**src/rtl/ws2812_pkg.sv**
```systemverilog
// Shared constants for the WS2812 frame controller: pixel width, default
// bit timing at 48 MHz, FSM state encodings and a small sizing helper.
package ws2812_pkg;

    localparam int PIX_W = 24;

    localparam int DEF_NUM_LEDS    = 8;
    localparam int DEF_T0H_TICKS   = 17;
    localparam int DEF_T1H_TICKS   = 34;
    localparam int DEF_TBIT_TICKS  = 60;
    localparam int DEF_RESET_TICKS = 2880;

    typedef logic [1:0] state_t;

    localparam state_t ST_IDLE  = 2'd0;
    localparam state_t ST_FIRST = 2'd1;
    localparam state_t ST_BIT   = 2'd2;
    localparam state_t ST_LATCH = 2'd3;

    function automatic int max_int(input int a, input int b);
        return (a > b) ? a : b;
    endfunction

endpackage

```
**src/rtl/ws2812_bit_tx.sv**
```systemverilog
// Bit-period timer and line driver. One tick counter serves both the bit
// period and the latch gap; the controller restarts it with load_i.
module ws2812_bit_tx
    import ws2812_pkg::*;
#(
    parameter int T0H_TICKS   = DEF_T0H_TICKS,
    parameter int T1H_TICKS   = DEF_T1H_TICKS,
    parameter int TBIT_TICKS  = DEF_TBIT_TICKS,
    parameter int RESET_TICKS = DEF_RESET_TICKS
) (
    input  logic clk_i,
    input  logic rst_n_i,
    input  logic load_i,
    input  logic bit_i,
    input  logic drive_i,
    output logic led_o,
    output logic bit_done_o,
    output logic gap_done_o
);

    localparam int TICK_MAX = max_int(TBIT_TICKS, RESET_TICKS) - 1;
    localparam int TICK_W   = $clog2(TICK_MAX + 1);

    localparam logic [TICK_W-1:0] T0H_L     = TICK_W'(T0H_TICKS);
    localparam logic [TICK_W-1:0] T1H_L     = TICK_W'(T1H_TICKS);
    localparam logic [TICK_W-1:0] TBIT_LAST = TICK_W'(TBIT_TICKS - 1);
    localparam logic [TICK_W-1:0] GAP_LAST  = TICK_W'(RESET_TICKS - 1);

    logic [TICK_W-1:0] tick_q;
    logic [TICK_W-1:0] tick_d;
    logic [TICK_W-1:0] thr_s;
    logic              led_q;
    logic              led_d;

    // Next tick and the line level that goes with it; bit_i/drive_i describe the next cycle
    always_comb begin
        tick_d = tick_q;
        thr_s  = T0H_L;
        if (load_i) begin
            tick_d = {TICK_W{1'b0}};
        end else begin
            tick_d = tick_q + TICK_W'(1);
        end
        if (bit_i) begin
            thr_s = T1H_L;
        end else begin
            thr_s = T0H_L;
        end
        led_d = drive_i && (tick_d < thr_s);
    end

    // Tick counter and registered line output
    always_ff @(posedge clk_i or negedge rst_n_i) begin
        if (!rst_n_i) begin
            tick_q <= {TICK_W{1'b0}};
            led_q  <= 1'b0;
        end else begin
            tick_q <= tick_d;
            led_q  <= led_d;
        end
    end

    assign led_o      = led_q;
    assign bit_done_o = (tick_q == TBIT_LAST);
    assign gap_done_o = (tick_q == GAP_LAST);

endmodule

```
**src/rtl/ws2812_frame_ctrl.sv**
```systemverilog
// WS2812 frame controller: accepts GRB words over valid/ready into a
// shift register plus one holding buffer and sequences a whole frame.
module ws2812_frame_ctrl
    import ws2812_pkg::*;
#(
    parameter int NUM_LEDS    = DEF_NUM_LEDS,
    parameter int T0H_TICKS   = DEF_T0H_TICKS,
    parameter int T1H_TICKS   = DEF_T1H_TICKS,
    parameter int TBIT_TICKS  = DEF_TBIT_TICKS,
    parameter int RESET_TICKS = DEF_RESET_TICKS,
    localparam int IDX_W      = (NUM_LEDS > 1) ? $clog2(NUM_LEDS) : 1
) (
    input  logic             i_clk,
    input  logic             i_rst_n,
    input  logic             i_start,
    input  logic             i_pix_valid,
    input  logic [23:0]      i_pix_data,
    output logic             o_pix_ready,
    output logic [IDX_W-1:0] o_pix_idx,
    output logic             o_busy,
    output logic             o_done,
    output logic             o_err,
    output logic             o_led
);

    localparam int                CNT_W    = $clog2(NUM_LEDS + 1);
    localparam logic [CNT_W-1:0]  NUM_L    = CNT_W'(NUM_LEDS);
    localparam logic [4:0]        BIT_LAST = 5'd23;

    state_t             state_q, state_d;
    logic [PIX_W-1:0]   shift_q, shift_d;
    logic [PIX_W-1:0]   hold_q, hold_d;
    logic               hold_full_q, hold_full_d;
    logic [4:0]         bit_q, bit_d;
    logic [CNT_W-1:0]   acc_q, acc_d;
    logic               ready_q, ready_d;
    logic               busy_q, busy_d;
    logic               done_q, done_d;
    logic               err_q, err_d;

    logic               accept_s;
    logic               load_s;
    logic               drive_s;
    logic               bit_done_s;
    logic               gap_done_s;

    assign accept_s = i_pix_valid && ready_q;
    assign drive_s  = (state_d == ST_BIT);

    // Frame sequencing, buffer hand-over and the pixel-boundary decisions
    always_comb begin
        state_d     = state_q;
        shift_d     = shift_q;
        hold_d      = hold_q;
        hold_full_d = hold_full_q;
        bit_d       = bit_q;
        acc_d       = acc_q;
        err_d       = err_q;
        done_d      = 1'b0;
        load_s      = 1'b0;
        case (state_q)
            ST_IDLE: begin
                load_s = 1'b1;
                if (i_start) begin
                    state_d     = ST_FIRST;
                    err_d       = 1'b0;
                    acc_d       = {CNT_W{1'b0}};
                    hold_full_d = 1'b0;
                end else begin
                    state_d = ST_IDLE;
                end
            end
            ST_FIRST: begin
                load_s = 1'b1;
                if (accept_s) begin
                    shift_d = i_pix_data;
                    bit_d   = BIT_LAST;
                    acc_d   = acc_q + CNT_W'(1);
                    state_d = ST_BIT;
                end else begin
                    state_d = ST_FIRST;
                end
            end
            ST_BIT: begin
                if (accept_s) begin
                    hold_d      = i_pix_data;
                    hold_full_d = 1'b1;
                    acc_d       = acc_q + CNT_W'(1);
                end else begin
                    hold_full_d = hold_full_q;
                end
                if (bit_done_s) begin
                    load_s = 1'b1;
                    // A word arriving exactly on the boundary bypasses the holding buffer
                    if (bit_q != 5'd0) begin
                        shift_d = {shift_q[PIX_W-2:0], 1'b0};
                        bit_d   = bit_q - 5'd1;
                    end else if (hold_full_q) begin
                        shift_d     = hold_q;
                        hold_full_d = 1'b0;
                        bit_d       = BIT_LAST;
                    end else if (accept_s) begin
                        shift_d     = i_pix_data;
                        hold_full_d = 1'b0;
                        bit_d       = BIT_LAST;
                    end else if (acc_q == NUM_L) begin
                        state_d = ST_LATCH;
                    end else begin
                        err_d   = 1'b1;
                        state_d = ST_LATCH;
                    end
                end else begin
                    load_s = 1'b0;
                end
            end
            ST_LATCH: begin
                if (gap_done_s) begin
                    load_s  = 1'b1;
                    done_d  = 1'b1;
                    state_d = ST_IDLE;
                end else begin
                    state_d = ST_LATCH;
                end
            end
            default: begin
                load_s  = 1'b1;
                state_d = ST_IDLE;
            end
        endcase
        ready_d = !hold_full_d && (acc_d < NUM_L) &&
                  ((state_d == ST_FIRST) || (state_d == ST_BIT));
        busy_d  = (state_d != ST_IDLE);
    end

    // State, buffers and registered status outputs
    always_ff @(posedge i_clk or negedge i_rst_n) begin
        if (!i_rst_n) begin
            state_q     <= ST_IDLE;
            shift_q     <= {PIX_W{1'b0}};
            hold_q      <= {PIX_W{1'b0}};
            hold_full_q <= 1'b0;
            bit_q       <= 5'd0;
            acc_q       <= {CNT_W{1'b0}};
            ready_q     <= 1'b0;
            busy_q      <= 1'b0;
            done_q      <= 1'b0;
            err_q       <= 1'b0;
        end else begin
            state_q     <= state_d;
            shift_q     <= shift_d;
            hold_q      <= hold_d;
            hold_full_q <= hold_full_d;
            bit_q       <= bit_d;
            acc_q       <= acc_d;
            ready_q     <= ready_d;
            busy_q      <= busy_d;
            done_q      <= done_d;
            err_q       <= err_d;
        end
    end

    ws2812_bit_tx #(
        .T0H_TICKS   (T0H_TICKS),
        .T1H_TICKS   (T1H_TICKS),
        .TBIT_TICKS  (TBIT_TICKS),
        .RESET_TICKS (RESET_TICKS)
    ) u_bit_tx (
        .clk_i      (i_clk),
        .rst_n_i    (i_rst_n),
        .load_i     (load_s),
        .bit_i      (shift_d[PIX_W-1]),
        .drive_i    (drive_s),
        .led_o      (o_led),
        .bit_done_o (bit_done_s),
        .gap_done_o (gap_done_s)
    );

    assign o_pix_ready = ready_q;
    assign o_pix_idx   = acc_q[IDX_W-1:0];
    assign o_busy      = busy_q;
    assign o_done      = done_q;
    assign o_err       = err_q;

endmodule
```
**config.mk**
```make
export PLATFORM = sky130hd
export DESIGN_NAME = ws2812_frame_ctrl
export DESIGN_NICKNAME = d
export VERILOG_FILES = /design/src/rtl/ws2812_pkg.sv /design/src/rtl/ws2812_bit_tx.sv /design/src/rtl/ws2812_frame_ctrl.sv
export SDC_FILE = /design/constraint.sdc
export NUM_CORES = 1
export LEC_CHECK = 0
export CAP_MARGIN = 20
export CORE_ASPECT_RATIO = 1.1
export CORE_MARGIN = 4
export CORE_UTILIZATION = 58
export CTS_CLUSTER_DIAMETER = 80
export DETAILED_ROUTE_END_ITERATION = 8
export PLACE_DENSITY = 0.83
export SETUP_SLACK_MARGIN = 0.5
export SLEW_MARGIN = 10
export SYNTH_ARGS = -nofsm -noshare
export SYNTH_HDL_FRONTEND = slang
export SYNTH_SLANG_ARGS = --single-unit
```
**constraint.sdc**
```tcl
create_clock -name i_clk -period 3.1 [get_ports i_clk]
set_input_delay 0.465 -clock i_clk [delete_from_list [all_inputs] [get_ports i_clk]]
set_output_delay 0.465 -clock i_clk [all_outputs]
set_load 0.05 [all_outputs]
```
Word-level counts from Yosys, hierarchy flattened
Index checks and enable logic that the tools add are counted.

storage, ports and cells
  input bits = 28
  output and inout bits = 8
  register bits after elaboration = 77
  word-level logic and storage cells = 89

operators by class
  muxes and demuxes = 41
  $lt $le $gt $ge = 2
  add/subtract/negate cells = 3
  reductions and logical operators = 16
  eq/ne operators = 14

operators with widths
  operator                                          number
  two-way mux 24 bit                                4
  case mux 24 bit (2 select lines)                  1
  two-way mux 5 bit                                 4
  two-way mux 1 bit                                 16
  adder 12 x 1 -> 12 bit, second input constant     1
  == test 12 bit, second input constant             1
  == test 12 x 6 -> 1 bit, second input constant    1
  < comparator 12 x 6 -> 1 bit                      1
  two-way mux 12 bit                                1
  two-way mux 2 bit                                 6
  inequality test 2 bit, second input constant      6
  case mux 5 bit (2 select lines)                   1
  two-way mux 4 bit                                 2
  case mux 2 bit (4 select lines)                   1
  case mux 4 bit (2 select lines)                   1
  AND reduction 7 bit                               1
  == test 2 bit, second input constant              3
  two-way mux 6 bit                                 1
  nonzero test 2 bit                                3
  nonzero test 5 bit                                1
  subtractor 5 x 1 -> 5 bit, second input constant  1
  adder 4 x 1 -> 4 bit, second input constant       1
  == test 2 x 1 -> 1 bit, second input constant     2
  == test 4 bit, second input constant              1
  9 further kinds                                   15

Logic depth before layout (Yosys ltp)
Gate-level depths: netlist (run 1).

  word-level depth = 10
  depth in mapped cells = 14
  gate-level depth less buffers = 13

By module
From an unflattened synthesis (run 1), not the netlist that was laid out.

unflattened totals
  cells, all modules = 434
  area total of the unflattened synthesis = 4269.1 um2

modules (own cells, without submodules)
  module             area an instance (um2)  cells an instance  sequential area each (um2)  instances
  ws2812_frame_ctrl  3505.9                  351                1601.5                      1
  ws2812_bit_tx      763.2                   83                 325.3                       1

Least setup slack after synthesis (run 1)
OpenSTA, ideal clock, no wires.

  path kind = register -> register
  start = reg u_bit_tx.tick_q[8]
  end = reg u_bit_tx.led_q, in the netlist u_bit_tx.led_o
  arrival time = 2.594 ns
  path slack = 0.419 ns
  data required time = 3.013 ns
  stages on the path, launching flop included = 13
  period minus slack after synthesis = 2.681 ns
  path buffers = 2
  cells stage by stage = dfrtp_1 -> buf_6 -> or4_4 -> nor2_1 -> o21ai_1 -> o21ai_0 -> clkbuf_1 -> nor2_1 -> ha_1 -> a2bb2oi_1 -> o21ba_2 -> o221ai_2 -> a211oi_2

between the ends
  cells in the longest elaborated chain, start to end = 6

RTL lines
  element                                                    RTL line                                           text
  start, declared                                            ws2812_bit_tx.sv:29                                logic [TICK_W-1:0] tick_q;
  start signal, assigned                                     ws2812_bit_tx.sv:55                                tick_q <= {TICK_W{1'b0}};
  start signal, assigned                                     ws2812_bit_tx.sv:58                                tick_q <= tick_d;
  == test 12 bit or == test 12 x 6 -> 1 bit (tied branches)  ws2812_bit_tx.sv:65, ws2812_bit_tx.sv:64
  two-way mux 1 bit (on tied branches)                       ws2812_frame_ctrl.sv:117, ws2812_frame_ctrl.sv:92
  case mux 1 bit (3 select lines) (*)                        ws2812_frame_ctrl.sv:61                            case (state_q)
  two-way mux 12 bit (*)                                     ws2812_bit_tx.sv:39                                if (load_i) begin
  via u_bit_tx.tick_d[1]                                     ws2812_bit_tx.sv:30                                logic [TICK_W-1:0] tick_d;
  < comparator 12 x 6 -> 1 bit (*)                           ws2812_bit_tx.sv:49                                led_d = drive_i && (tick_d < thr_s);
  logical AND 1 bit (*)                                      ws2812_bit_tx.sv:49
  via u_bit_tx.led_d                                         ws2812_bit_tx.sv:33                                logic led_d;
  end signal, assigned                                       ws2812_bit_tx.sv:59                                led_q <= led_d;
  end, declared                                              ws2812_bit_tx.sv:32                                logic led_q;

The timed path passes the listed nets; every way through them passes the cells marked *. The select of a mux whose other input is x is not followed.
A chain may end at the register's enable or synchronous reset.

Worst setup path in the final report (run 1)
  start = reg u_bit_tx.tick_q[8]
  end = reg u_bit_tx.led_q, in the netlist u_bit_tx.led_o

between the ends
  cells in the longest elaborated chain, start to end = 6

RTL lines
  element                           RTL line                 text
  == test 12 x 6 -> 1 bit           ws2812_bit_tx.sv:64      assign bit_done_o = (tick_q == TBIT_LAST);
  two-way mux 24 bit                ws2812_frame_ctrl.sv:92  if (bit_done_s) begin
  case mux 24 bit (2 select lines)  ws2812_frame_ctrl.sv:61
  via shift_d[23]                   ws2812_frame_ctrl.sv:31  logic [PIX_W-1:0] shift_q, shift_d;
  two-way mux 6 bit                 ws2812_bit_tx.sv:44      if (bit_i) begin
  < comparator 12 x 6 -> 1 bit      ws2812_bit_tx.sv:49
  logical AND 1 bit                 ws2812_bit_tx.sv:49
  via u_bit_tx.led_d                ws2812_bit_tx.sv:33

The timed path passes the listed nets, and every way through them passes these cells. The select of a mux whose other input is x is not followed.

==> flow_summary.json, run 1 <==
{
  "grt_max_degree": 78,
  "hold_buffers": 0,
  "synth.area.top_cells": "dfrtp_1, nand2_1, mux2_2, o21ai_0, a22oi_1",
  "n_antenna_cell": 0,
  "fin_crit_ps": 2623,
  "ys_seq_area_share_pct": 45.62,
  "fillCellCount": 540,
  "fmaxAchievable_mhz": 381.2,
  "cts_max_path_buffers": 2,
  "dpl_cell_area_um2": 4586,
  "vdd_drop_max_mv": 0.2529,
  "run_status": "completed",
  "synth_top_area_share_pct": 45.62,
  "wirelength_um": 9552,
  "synth_edf_count": 0,
  "place_inst": 562,
  "slew_violations": 0,
  "ctsHtreeMaxLevel": 3,
  "portBuffers": 35,
  "nNetsFinal": 535,
  "fin_area_um2": 4881,
  "setup_viol": 0,
  "post_drt_wl_per_cell_um": 16.36,
  "yosysMostFrequentCell": "nand2_1",
  "power_density_nw_per_um2": 373.8,
  "register_area_um2": 1929,
  "p_leak_uw": 0.002064,
  "cts_buffers": 9,
  "grt_pass1_wl_um": 16390,
  "skew_ps": 14.96,
  "fin_tns_setup_ps": 0,
  "drt-vias-per-instance": 5.985,
  "fin_crit_sh_pct": 84.61,
  "dieArea_um2": 8714,
  "dr.pass1.iters": 5,
  "synth-async-reset-ratio_pct": 100.0,
  "synth-seq-cells": 77,
  "core_um2": 7047,
  "pin_count": 36,
  "fp-row-count": 32,
  "startpoint_type": "register",
  "path_class": "reg -> reg",
  "syn-num-nets": 505,
  "synthesis.area_um2": 4224,
  "area_delta_synth_final_pct": 15.55,
  "insertion_delay_ps": 350,
  "cts_root_buf": "clkbuf_8",
  "drive_above_1_share_pct": 16.23,
  "cp-end-kind": "register",
  "vias": 3495,
  "place_congestion": 0.8762,
  "drc": 0,
  "ys_types": 52,
  "maxSlewHeadroom_pct": 35.28,
  "synth_top_cell_by_area": "dfrtp_1",
  "drt_iter0_drc": 257,
  "worst_slew_pin_slew_ps": 970.8,
  "crit_fanout": 4,
  "grt_use_total_pct": 23.54,
  "start_util_pct": 59.94,
  "cts.sinks": 77,
  "drv_cap": 0,
  "hold_viol_final": 0,
  "synth_cells": 464,
  "fin_cells": 584,
  "r2r_slack_ps": 480,
  "ant_nets": 0,
  "die_x_um": 89.37,
  "synth_common_cells": "nand2_1, dfrtp_1, o21ai_0",
  "crit_required_ps": 3360,
  "dp_hpwl_um": 6287,
  "syn_avg_cell_area_um2": 9.104,
  "clk_pin_slew_worst_paths_ps": 80,
  "antenna_found_initial": 0,
  "cts_tree": "built",
  "grt_setup_unrepaired": "yes",
  "min_path_type": "in -> async",
  "die_h_um": 97.51,
  "synth_ff_type": "dfrtp_1",
  "yosys_warnings": 0,
  "arrival_ps": 2880,
  "multi_input_area_um2": 2101,
  "grt.overflow.total": 0,
  "grt_pass1_vias": 3542
}
## power breakdown
| part | switching, uW | leakage (uW) | total, uW | internal (uW) |
|---|---|---|---|---|
| Sequential | 0 | 0.00101 | 1000 | 1000 |
| Combinational | 29.2 | 0.000953 | 59.4 | 30.2 |
| Clock | 386 | 0.000100 | 762 | 376 |
| Total | 415 | 0.00206 | 1820 | 1410 |
## sequential cells by signal (all words and copies together) (netlist names), 2 cells and up
register,count
state_q,2
u_bit_tx.tick_q,12
shift_q,24
acc_q,4
bit_q,5
hold_q,24
## worst max-delay path, cell delays in order, from the launching register on
cell and delay, ps:
dfrtp_2 420, or4_4 570, nor4_4 170, and2_4 220, a21oi_4 100, o21ai_4 140, inv_1 60, ha_1 300
a2bb2oi_2 120, o21ba_2 140, o221ai_2 90, a211oi_2 230
## repair_timing
| item | 4_1_cts | 5_1_grt |
|---|---|---|
| endpoints found under the setup margin | 2 | 2 |
| gates resized for setup | 12 | 4 |
| buffers inserted | 6 | 0 |
| pin swaps | 4 | 1 |
| endpoints found under the hold margin | 0 | 0 |
## placed cells by master, fill, tap and decap left out, types with 3 or more instances in the layout
| master | n |
|---|---|
| dfrtp_1 | 75 |
| a32o_1 | 3 |
| mux2i_1 | 3 |
| clkbuf_8 | 9 |
| ha_1 | 11 |
| nand2_1 | 92 |
| nand3_1 | 9 |
| o21ai_0 | 36 |
| nand4_1 | 6 |
| mux2_2 | 24 |
| xnor2_1 | 8 |
| a22oi_1 | 22 |
| a21oi_1 | 12 |
| xor2_1 | 6 |
| inv_1 | 19 |
| nor3_1 | 4 |
| buf_4 | 17 |
| clkdlybuf4s50_1 | 34 |
| o21ai_1 | 26 |
| nor2_1 | 30 |
## final timing paths
kind,from,endpoint,depth (start not counted)
max reg2reg,u_bit_tx.tick_q[8],u_bit_tx.led_o,11
max,u_bit_tx.tick_q[8],u_bit_tx.led_o,11
min reg2reg,shift_q[6],shift_q[6],2
min,i_rst_n,shift_q[4],1
max in group asynchronous,i_rst_n,u_bit_tx.tick_q[8],1
min in group i_clk,shift_q[6],shift_q[6],2
## metal layers
metal  global-route usage [%]  vias to the layer above  wire (um)
met5                        0                        -          0
met4                    7.675                        0        167
met3                    5.174                       19        487
met2                    37.49                      110       4761
met1                    31.55                     1706       4135
li1                         -                     1660          -
## cell families after synthesis
group,share of synthesized area [%]
muxes,7.109
xor gates and xnor gates,2.903
DFF,45.62
and+or+nand+nor,16.32
AOI/OAI and AO/OA,18.37
adders and majority gates,3.851
buffers and inverters,5.835
## per-stage QoR
step	utilization (%)	power, uW	setup WS, ps	hold slack [ps]
2_1_floorplan	-	1024	449.6	169.4
4_1_cts	69.05	1838	489.1	290.5
3_3_place_gp	65.07	1083	405.7	468.3
6_report	69.26	1824	476.9	219.0
5_1_grt	69.26	1899	383.0	324.2
3_5_place_dp	65.07	1084	245.2	476.2
## final cells by class
type / count / area share (%)
well taps: 85 / 2.179
multi-input cells: 334 / 43.04
clock inverters: 7 / 1.512
repair buffers: 51 / 9.587
flip-flops and latches: 77 / 39.53
inverters: 21 / 1.615
clock buffers: 9 / 2.538
(Power assumes the default switching activity.)
==> run 2, diff against run 1 <==
Clock period 3.1 ns to 2.73 ns, I/O delays scaled along.
==> run 2 against run 1 <==
Critical path depth up 3; first-iteration DRC count up 30%; core utilization up 5.2 points; combinational power up 14%; cell count up 3.8%; die area unchanged; sequential share of layout area down 2.8 points; wire length up 12%; clock power up 52%; sequential power up 14%; critical path type unchanged; critical endpoint unchanged.
==> flow_summary.json, run 2 (synthesized netlist as in run 1, its figures left out) <==
{
  "run_status": "completed",
  "grt_use_total_pct": 23.48,
  "final_util_pct": 74.47,
  "reg_top3": "hold_q (24), shift_q (24), u_bit_tx.tick_q (12)",
  "p_leak_uw": 0.002246,
  "ant_nets": 0,
  "n_antenna_cell": 0,
  "internal_power_uw": 1881,
  "timing.final.ws_setup_ps": 4.061,
  "slew_violations": 0,
  "ctsHtreeMaxLevel": 3,
  "wirelength_um": 10690,
  "layout_common_cells": "nand2_1, dfrtp_1, o21ai_0",
  "r2r_cells": 14,
  "hold_buffers": 0,
  "register_area_um2": 1927,
  "antenna_found_initial": 0,
  "die_h_um": 97.51,
  "drv_cap": 0,
  "post_drt_wl_per_cell_um": 17.65,
  "grt.overflow.total": 0,
  "skew_ps": 14.68,
  "fmaxAchievable_mhz": 366.8,
  "portBuffers": 35,
  "area_delta_synth_final_pct": 24.23,
  "grt_pass1_wl_um": 16240,
  "fillCellCount": 478,
  "drive_above_1_share_pct": 21.11,
  "crit_fanout": 4,
  "cts_tree": "built",
  "vdd_drop_max_mv": 0.3627,
  "grt_pass1_vias": 3614,
  "die_x_um": 89.37,
  "hold_viol_final": 0,
  "core_um2": 7047,
  "finalPower_uw": 2369,
  "crit_required_ps": 3000,
  "drt_iter0_drc": 333,
  "nNetsFinal": 557,
  "drt-vias-per-instance": 6.018,
  "grt_max_degree": 78,
  "final_common_cell": "nand2_1",
  "switching_share_pct": 20.58,
  "dp_hpwl_um": 6293,
  "clk_pin_slew_worst_paths_ps": 80,
  "pin_count": 36,
  "fin_crit_ps": 2726,
  "startpoint_type": "register",
  "p_switching_uw": 487.4,
  "cts.sinks": 77,
  "drc": 0,
  "vias": 3647,
  "path_class": "reg -> reg",
  "cp-end-kind": "register",
  "place_congestion": 0.8619,
  "power_frac_clock_pct": 49.0,
  "power_density_nw_per_um2": 451.4,
  "arrival_ps": 3000,
  "cts_root_buf": "clkbuf_8",
  "cts_buffers": 9,
  "combPwrFrac_pct": 2.9,
  "grt_setup_unrepaired": "yes",
  "start_util_pct": 59.94,
  "dr.pass1.iters": 5,
  "cts_max_path_buffers": 2,
  "pwr-share-seq_pct": 48.1,
  "insertion_delay_ps": 360,
  "maxSlewHeadroom_pct": 36.98,
  "fp-row-count": 32,
  "fin_crit_sh_pct": 99.85,
  "dieArea_um2": 8714,
  "preCtsSetupSlack_ps": 36.31,
  "setup_viol": 0,
  "multi_input_area_um2": 2155,
  "worst_slew_pin_slew_ps": 945.4,
  "min_path_type": "in -> async",
  "fin_tns_setup_ps": 0
}
[run 2: changes by cell type in the layout (fill, tap and decap cells not counted), moves of 2 or more]
cell and delta:
inv_1 -3, ha_2 -2, nand2_1 -2, dfrtp_1 +2, nor3_2 +2, buf_12 +2
ha_4 +3, clkbuf_16 +2, inv_2 +3, nor3_1 -2, buf_6 +5, buf_4 +13
bufinv_16 +3, dfrtp_2 -2
[run 2: cell type report]
| cell class | instances | area share, % |
|---|---|---|
| repair buffers | 73 | 13.57 |
| well taps | 85 | 2.027 |
| flip-flops and latches | 77 | 36.72 |
| multi-input cells | 334 | 41.06 |
| clock buffers | 9 | 2.361 |
| inverters | 21 | 1.502 |
| clock inverters | 7 | 2.766 |
[run 2: power by group through the flow]
stage               Combinational (uW)  Sequential (uW)  Clock [uW]
global route                      74.3             1140        1230
floorplan                        0.759             1160           0
global placement                  68.3             1160           0
detailed placement                68.6             1160           0
finish                            67.6             1140        1160
CTS                               69.2             1140        1170
[run 2: per-layer routing]
layer	vias to the layer above	routed length, um	global-route usage [%]
li1	1701	-	-
met1	1781	4342	29.83
met2	135	5467	38.97
met3	30	653	4.835
met4	0	230	8.247
met5	-	0	0
[run 2: worst max-delay path, cell delays in order (launching register included)]
cell and delay [ps]:
dfrtp_1 450, inv_2 120, ha_4 140, or4b_4 510, nand2_2 100, o21ai_2 60
a31oi_1 190, buf_4 160, o21ai_4 60, inv_2 70, ha_4 190, a2bb2oi_2 120
o21ba_2 160, o221ai_2 100, a211oi_2 210
[run 2: repair_timing]
action / CTS / global route
pin swaps: 8 / 12
gates resized for setup: 13 / 19
hold endpoints to repair: 0 / 0
buffers inserted: 5 / 6
setup endpoints to repair: 25 / 26
gates cloned: 0 / 3
[run 2: path summary, 6_finish.rpt]
kind | endpoint | start | slack (ps)
hold / removal | shift_q[4] | i_rst_n | 200
min in group i_clk | shift_q[1] | shift_q[1] | 490
setup reg to reg | u_bit_tx.led_o | bit_q[0] | 4
hold reg to reg | shift_q[1] | shift_q[1] | 490
max in group asynchronous | shift_q[10] | i_rst_n | 1930
setup / recovery | u_bit_tx.led_o | bit_q[0] | 4
[run 2: per-stage QoR]
| stage | area [um2] | hold WS (ps) | instances |
|---|---|---|---|
| 4_1_cts | 5047 | 230.5 | 597 |
| 6_report | 5248 | 202.9 | 606 |
| 3_3_place_gp | 4698 | 467.6 | 576 |
| 2_1_floorplan | 4237 | 113.9 | 464 |
| 5_1_grt | 5248 | 265.3 | 606 |
| 3_5_place_dp | 4698 | 475.2 | 576 |
==> run 3, diff against run 2 <==
Settings changed: MAX_ROUTING_LAYER from default to met4.
==> run 3 against run 2 <==
The run now ends with negative setup slack left; critical path depth shrank 2; fmax shrank 2.1%; flip-flop and latch count is the same; total power shrank 11%; critical path type unchanged; largest power group is now registers.
==> flow_summary.json, run 3 (synthesized netlist as in run 1, its figures left out) <==
{
  "grt.overflow.total": 0,
  "drt_iter0_drc": 287,
  "wirelength_um": 10720,
  "run_status": "complete, but fails checks",
  "grt_use_total_pct": 25.27,
  "cts.sinks": 77,
  "maxSlewHeadroom_pct": 35.71,
  "insertion_delay_ps": 360,
  "place_congestion": 0.9080,
  "drt-vias-per-instance": 6.075,
  "startpoint_type": "register",
  "drc": 0,
  "dieArea_um2": 8714,
  "dpl_cell_area_um2": 4706,
  "skew_ps": 13.27,
  "area_delta_synth_final_pct": 23.37,
  "post_drt_wl_per_cell_um": 17.51,
  "crit_family": "simple AND/OR/NAND/NOR gates",
  "cts_max_path_buffers": 2,
  "crit_required_ps": 2990,
  "nNetsFinal": 563,
  "slew_violations": 0,
  "grt_setup_unrepaired": "yes",
  "power_density_nw_per_um2": 406.6,
  "setup_viol": 1,
  "start_util_pct": 59.94,
  "core_um2": 7047,
  "final_common_cell": "nand2_1",
  "grt_pass1_vias": 3688,
  "ctsHtreeMaxLevel": 3,
  "layout_common_cells": "nand2_1, dfrtp_1, o21ai_0, buf_4, clkdlybuf4s50_1",
  "vias": 3718,
  "finalPower_uw": 2119,
  "dp_hpwl_um": 6387,
  "cts_buffers": 9,
  "reg_top3": "hold_q (24), shift_q (24), u_bit_tx.tick_q (12)",
  "n_antenna_cell": 0,
  "cp-end-kind": "register",
  "portBuffers": 35,
  "final_util_pct": 73.95,
  "fillCellCount": 474,
  "ant_nets": 0,
  "p_leak_uw": 0.002245,
  "timing.final.ws_setup_ps": -54.24,
  "drive_above_1_share_pct": 21.44,
  "fin_crit_sh_pct": 102.0,
  "grt_pass1_wl_um": 17220,
  "cts_tree": "built",
  "hold_viol_final": 0,
  "drv_cap": 0,
  "slowest_stage": "or4_4",
  "fmaxAchievable_mhz": 359.2,
  "crit_fanout": 3,
  "antenna_found_initial": 0,
  "pin_count": 36,
  "holdWs_ps": 210.7,
  "preCtsSetupSlack_ps": -2.192,
  "fp-row-count": 32,
  "worst_slew_pin_slew_ps": 964.4,
  "vdd_drop_max_mv": 0.3321,
  "die_h_um": 97.51,
  "path_class": "reg -> reg",
  "clk_pin_slew_worst_paths_ps": 80,
  "cts_root_buf": "clkbuf_8",
  "crit_path_max_incr_delay_ps": 570,
  "cp_cell_sequence": "or4_4 > nor4_4 > and2_4 > a31oi_2 > buf_4 > o21ai_4 > inv_1 > ha_1 > a2bb2oi_1 > o21ba_2 > o221ai_2 > a211oi_2",
  "grt_max_degree": 78,
  "dr.pass1.iters": 5,
  "fin_area_um2": 5211,
  "min_path_type": "in -> async",
  "worstPathBufferInverterCount": 2,
  "violations": "negative setup slack",
  "arrival_ps": 3040,
  "die_x_um": 89.37,
  "fin_crit_ps": 2784
}
run 3: changes by cell type in the layout (fill, tap and decap cells not counted), moves of 2 or more:
cell | before | now
buf_4 | 30 | 35
bufinv_16 | 4 | 1
buf_6 | 5 | 7
clkbuf_8 | 9 | 11
run 3: timing repair:
action                                  CTS  global route
resized for setup                        20            13
hold endpoints to repair                  0             0
endpoints found under the setup margin   25            26
setup buffers                            12             4
pin swaps                                10            11
gates cloned                              0             3
hold buffers                              0             0
run 3: final cells by class:
type / count / area [um2] / share of cell area (%)
clock buffers: 11 / 151.4 / 2.905
inverters: 21 / 78.83 / 1.513
well taps: 85 / 106.4 / 2.041
repair buffers: 79 / 752.0 / 14.43
clock inverters: 5 / 57.56 / 1.104
multi-input cells: 334 / 2138 / 41.03
flip-flops and latches: 77 / 1927 / 36.97
run 3: path summary, 6_finish.rpt:
kind | start | end | slack, ps | cells past startpoint
max | u_bit_tx.tick_q[8] | u_bit_tx.led_o | -50 | 12
min | i_rst_n | hold_q[5] | 210 | 1
max reg2reg | u_bit_tx.tick_q[8] | u_bit_tx.led_o | -50 | 12
min reg2reg | shift_q[8] | shift_q[8] | 500 | 2
max in group asynchronous | i_rst_n | u_bit_tx.tick_q[8] | 1910 | 1
min in group i_clk | shift_q[8] | shift_q[8] | 500 | 2
run 3: metal layers:
layer | GRT usage [%] | vias up | part of all wire (%)
met3 | 5.513 | 29 | 5.7
met4 | 7.675 | 0 | 2.7
met2 | 39.48 | 141 | 51
li1 | - | 1720 | -
met1 | 32.71 | 1828 | 41
met5 | - | - | 0
run 3: where the power goes:
part	internal, uW	switching [uW]
clock network	474	437
registers	1140	0
logic	34.3	34.2
total	1650	471
run 3: through the flow:
step                TNS (ps)  cells
CTS                        0    605
global route          -171.2    612
detailed placement    -2.192    577
finish                -54.24    612
floorplan                  0    464
global placement           0    577
